**src/rtl/care_pkg.sv**
```systemverilog
// Shared definitions for the care action path: action codes, ASCII command bytes, scheduler states.
package care_pkg;

  typedef enum logic [2:0] {
    ACT_NONE  = 3'd0,
    ACT_FEED  = 3'd1,
    ACT_PLAY  = 3'd2,
    ACT_HEAL  = 3'd3,
    ACT_CLEAN = 3'd4,
    ACT_SLEEP = 3'd5,
    ACT_WAKE  = 3'd6
  } action_t;

  localparam logic [7:0] ASCII_FEED  = 8'h65; // 'e'
  localparam logic [7:0] ASCII_PLAY  = 8'h70; // 'p'
  localparam logic [7:0] ASCII_HEAL  = 8'h64; // 'd'
  localparam logic [7:0] ASCII_CLEAN = 8'h62; // 'b'
  localparam logic [7:0] ASCII_SLEEP = 8'h73; // 's'
  localparam logic [7:0] ASCII_WAKE  = 8'h77; // 'w'

  typedef enum logic [1:0] {
    ST_IDLE     = 2'd0,
    ST_ISSUE    = 2'd1,
    ST_COOLDOWN = 2'd2
  } state_t;

endpackage

```
**src/rtl/care_decode.sv**
```systemverilog
// Combinational ASCII command byte to action decoder; unknown bytes map to NONE.
module care_decode
  import care_pkg::*;
(
  input  logic [7:0] cmd_byte,
  output action_t    act
);

  always_comb begin
    act = ACT_NONE;
    case (cmd_byte)
      ASCII_FEED:  act = ACT_FEED;
      ASCII_PLAY:  act = ACT_PLAY;
      ASCII_HEAL:  act = ACT_HEAL;
      ASCII_CLEAN: act = ACT_CLEAN;
      ASCII_SLEEP: act = ACT_SLEEP;
      ASCII_WAKE:  act = ACT_WAKE;
      default:     act = ACT_NONE;
    endcase
  end

endmodule

```
**src/rtl/care_scheduler.sv**
```systemverilog
// Arbitrates button/UART care requests, filters against sleep/death, issues one strobe then cools down.
// Optional CARE_SCHED_AUTOWAKE_EN adds an internal top-priority WAKE requester.
module care_scheduler
  import care_pkg::*;
#(
  parameter int COOLDOWN_TICKS = 2,
  parameter int CNT_W          = 4
) (
  input  logic       clk,
  input  logic       reset,
  input  logic       tick,
  input  logic       btn_valid,
  input  logic [2:0] btn_action,
  output logic       btn_ready,
  input  logic       uart_valid,
  input  logic [7:0] uart_byte,
  output logic       uart_ready,
  input  logic       is_sleeping,
  input  logic       dead,
  input  logic [4:0] energy,
  output logic       act_valid,
  output logic [2:0] act_code,
  output logic       busy,
  output logic [7:0] drop_cnt
);

  state_t           state_q, state_d;
  action_t          code_q, code_d;
  logic [CNT_W-1:0] cnt_q, cnt_d;
  logic [7:0]       drop_q, drop_d;
  logic             rr_uart_q, rr_uart_d; // 1: UART was granted last, so button wins the next tie

  action_t uart_act;
  action_t req_act;
  logic    idle, tie, aw_fire, btn_acc, uart_acc, pass;

  care_decode u_decode (
    .cmd_byte (uart_byte),
    .act      (uart_act)
  );

`ifdef CARE_SCHED_AUTOWAKE_EN
  assign aw_fire = (state_q == ST_IDLE) && tick && is_sleeping && !dead && (energy == 5'd0);
`else
  logic unused_energy;
  assign unused_energy = ^energy;
  assign aw_fire = 1'b0;
`endif

  assign idle       = (state_q == ST_IDLE);
  assign tie        = btn_valid && uart_valid;
  assign btn_ready  = idle && !aw_fire && !(tie && !rr_uart_q);
  assign uart_ready = idle && !aw_fire && !(tie && rr_uart_q);
  assign btn_acc    = btn_valid && btn_ready;
  assign uart_acc   = uart_valid && uart_ready;

  always_comb begin
    req_act = ACT_NONE;
    if (btn_acc)       req_act = action_t'(btn_action);
    else if (uart_acc) req_act = uart_act;
  end

  // Sleeping pets only accept WAKE; awake pets never accept WAKE.
  assign pass = (req_act != ACT_NONE) && !dead &&
                (is_sleeping ? (req_act == ACT_WAKE) : (req_act != ACT_WAKE));

  always_comb begin
    state_d   = state_q;
    code_d    = code_q;
    cnt_d     = cnt_q;
    drop_d    = drop_q;
    rr_uart_d = rr_uart_q;
    case (state_q)
      ST_IDLE: begin
        if (btn_acc)  rr_uart_d = 1'b0;
        if (uart_acc) rr_uart_d = 1'b1;
        if (aw_fire) begin
          code_d  = ACT_WAKE;
          state_d = ST_ISSUE;
        end else if (btn_acc || uart_acc) begin
          if (pass) begin
            code_d  = req_act;
            state_d = ST_ISSUE;
          end else if (drop_q != 8'hFF) begin
            drop_d = drop_q + 8'd1;
          end
        end
      end
      ST_ISSUE: begin
        cnt_d   = CNT_W'(COOLDOWN_TICKS);
        state_d = (COOLDOWN_TICKS == 0) ? ST_IDLE : ST_COOLDOWN;
      end
      ST_COOLDOWN: begin
        if (cnt_q == '0)  state_d = ST_IDLE;
        else if (tick)    cnt_d   = cnt_q - 1'b1;
      end
      default: state_d = ST_IDLE;
    endcase
  end

  always_ff @(posedge clk) begin
    if (reset) begin
      state_q   <= ST_IDLE;
      code_q    <= ACT_NONE;
      cnt_q     <= '0;
      drop_q    <= '0;
      rr_uart_q <= 1'b1;
    end else begin
      state_q   <= state_d;
      code_q    <= code_d;
      cnt_q     <= cnt_d;
      drop_q    <= drop_d;
      rr_uart_q <= rr_uart_d;
    end
  end

  assign act_valid = (state_q == ST_ISSUE);
  assign act_code  = code_q;
  assign busy      = !idle;
  assign drop_cnt  = drop_q;

endmodule

```
**config.mk**
```make
export PLATFORM = sky130hd
export DESIGN_NAME = care_scheduler
export DESIGN_NICKNAME = d
export VERILOG_FILES = /design/src/rtl/care_pkg.sv /design/src/rtl/care_decode.sv /design/src/rtl/care_scheduler.sv
export SDC_FILE = /design/constraint.sdc
export NUM_CORES = 1
export LEC_CHECK = 0
export ABC_AREA = 1
export BUFFER_PORTS_ARGS = -buffer_cell sky130_fd_sc_hd__buf_2
export CAP_MARGIN = 20
export CORE_ASPECT_RATIO = 1.75
export CORE_MARGIN = 1.5
export CORE_UTILIZATION = 42
export DETAILED_ROUTE_END_ITERATION = 8
export PLACE_DENSITY = 0.72
export SYNTH_ARGS = -nofsm -noshare
export SYNTH_HDL_FRONTEND = slang
export SYNTH_SLANG_ARGS = --single-unit
export TNS_END_PERCENT = 20
```
**constraint.sdc**
```tcl
create_clock -name clk -period 1.95 [get_ports clk]
set_input_delay 0.2925 -clock clk [delete_from_list [all_inputs] [get_ports clk]]
set_output_delay 0.2925 -clock clk [all_outputs]
set_load 0.01 [all_outputs]
```
==> results.ini <==
[power]
power_mw = 0.918
switchingPower_mw = 0.263
seqPwrFrac_pct = 43.7
p_int_mw = 0.655
powerDensity_mw_per_mm2 = 607
power_frac_comb_pct = 23.1
leakage_nw = 0.794
ir_drop_mv = 0.488
power.share.clock_pct = 33.1
swShare_pct = 28.7

[yosys]
synth-edff-count = 0
seq_area_frac_synth_pct = 29.8
synth_cells = 192
syn_area_mm2 = 0.00121
yosys_most_used_dff = dfxtp_1
synth_area_leaders = dfxtp_1 (30%), nand2_1 (13%), inv_1 (11%), nor2_1 (9.0%), nand3_1 (5.8%)
yosysTopAreaCell = dfxtp_1
synth_area_per_cell_um2 = 6.30
yosys_warnings = 0
synth.top_cell.area_share_pct = 29.8
synth_seq_cells = 18
syn-num-nets = 217
yosysUniqueCellTypes = 28
async_reset_ff_share_pct = 0

[job]
drv_cap = 0

[floorplan]
die_area_mm2 = 0.00322
die_y_um = 74
rows = 25
pin_count = 38
core_mm2 = 0.00272
start_util_pct = 44.5
die_w_um = 43.6

[finish]
nets = 260
drive_gt1_share_pct = 26.5
layoutNonFillerInstCount = 261
multiInputGateArea_um2 = 679
fill_cells = 277
antennaDiodeCount = 0
post-route-util_pct = 55.6
area_delta_synth_final_pct = 25.0
finalInstanceArea_mm2 = 0.00151
regArea_um2 = 360

[timing]
tightest_slew_ns = 0.299
finalSetupTns_ns = 0
slew_headroom_pct = 79.9
fin_ws_ns = 0.147
hold_viol = 0
rsz0062_at_grt = yes
hold_slack_ns = 0.242
fin_crit_sh_pct = 92.5
finalCriticalPeriod_ns = 1.80
fmax_ghz = 0.555
setup_viol_count_final = 0
slew_viol_final = 0
fin_skew_ns = 0.00140

[place]
dp.cells = 250
place_hpwl_um = 1990
gp_congestion = 0.760
port_buffers = 32
place_area_mm2 = 0.00140
pre_cts_slack_ns = 0.0930

[clock_tree]
cts_hold_buf = 0
cts_buffer_depth = 2
cts_tree = built
clkSlewWorstSetupHoldPaths_ns = 0.07
clock_latency_ns = 0.25
root_buffer = clkbuf_8
h-tree-depth = 1
clock_sinks = 18
cts_buffers = 3

[routing]
viasPerCell = 4.85
ant_nets = 0
routedWlPerCell_um = 9.73
first_pass_iters = 4
drt_iter0_markers = 24
wl_um = 2540
vias = 1265
drc_errors = 0

[global_routing]
grt_pass1_wl_um = 4080
grt_use_total_pct = 16.6
grt_max_degree = 20
grt_pass1_vias = 1079
antenna_found_initial = 0
grt_overflow = 0

[setup_path]
crit_path_max_incr_delay_ns = 0.32
crit_type = reg -> reg
crit_chain = inv_2 > nand2_4 > a211oi_4 > nand2_1 > nand2_2 > nor2_2 > a21oi_4 > nand3_4 > buf_4 > nand3_1 > nand2_1 > nand2_1 > nor2_1
path_max_fanout = 14
critPathLaunchType = flip-flop
arrival_ns = 1.95
end_kind = flip-flop
critPathMostFrequentCell = nand2_1
cp.required_ns = 2.10
crit_slowest_cell = dfxtp_1

[worst_hold_path]
min_path_type = in -> reg

[status]
status = finished, final reports clean

## timing repair
action / in CTS / in global routing
setup buffers: 0 / 7
gates resized for setup: 0 / 1
setup endpoints to repair: 0 / 3
## synthesized netlist by cell type, types with 2 or more instances
cell type  number
a21oi_1         5
and3_1          2
clkbuf_1        2
dfxtp_1        18
ha_1            2
inv_1          36
inv_2           4
nand2_1        43
nand2_2         2
nand3_1        14
nand4_1         7
nor2_1         29
nor2_2          3
nor3_1          8
o21ai_0         2
o21ai_1         2
o31ai_1         2
## path summary, 6_finish.rpt
check	from	to	slack (ns)	depth (start not counted)
worst min register to register	act_code[1]	act_code[1]	0.48	2
worst max register to register	state_q[0]	drop_cnt[3]	0.15	13
worst min-delay path	tick	cnt_q[1]	0.24	2
worst max-delay path	state_q[0]	drop_cnt[3]	0.15	13
## worst max-delay path, delay by kind of cell (launching register included)
family	cells	cell delay, ns
and+or+nand+nor	9	0.72
AOI/OAI and AO/OA	2	0.39
DFF	1	0.32
buffers and inverters	2	0.26
## metal layers
layer	vias to the layer above	global-route usage (%)	share of wire (%)
met5	-	0	0
met4	0	9.43	2.4
met3	4	1.46	3.0
met2	31	32.5	55
met1	542	16.0	40
li1	688	-	-
## registers in the layout, indices dropped and copies added, names as in the netlist
| name | flops |
|---|---|
| state_q | 2 |
| act_code | 3 |
| cnt_q | 4 |
| rr_uart_q | 1 |
| drop_cnt | 8 |
## cells by family (layout without fill, tap and decap cells)
| kind of cell | Yosys count | in the layout | synth area share [%] |
|---|---|---|---|
| buf+inv | 44 | 86 | 14.5 |
| simple gates | 110 | 110 | 41.1 |
| flops | 18 | 18 | 29.8 |
| compound gates | 18 | 18 | 12.6 |
| fa+ha+maj | 2 | 2 | 2.07 |
## power by group through the flow
stage          combinational [mW]  clock (mW)  sequential, mW
2_1_floorplan               0.130           0           0.414
3_5_place_dp                0.199           0           0.411
5_1_grt                     0.241       0.329           0.404
3_3_place_gp                0.197           0           0.410
6_report                    0.213       0.304           0.402
4_1_cts                     0.199       0.314           0.402
## cell type report
class	count	share of cell area [%]
well taps	27	2.23
inverters	41	10.3
multi-input cells	130	44.9
clock buffers	4	3.64
flip-flops and latches	18	23.8
repair buffers	41	15.1
## placed cells by master (no fill, tap or decap), drive strengths merged
cell	count
and3	2
o211ai	2
nand2	46
nand4	7
a311oi	1
o21ai	4
buf	41
a211oi	1
o31ai	3
dfxtp	18
a21oi	6
nand3	15
inv	41
ha	2
a31oi	1
nor2	32
clkbuf	4
nor3	8
No activity file was read; power rests on OpenSTA's default activity.
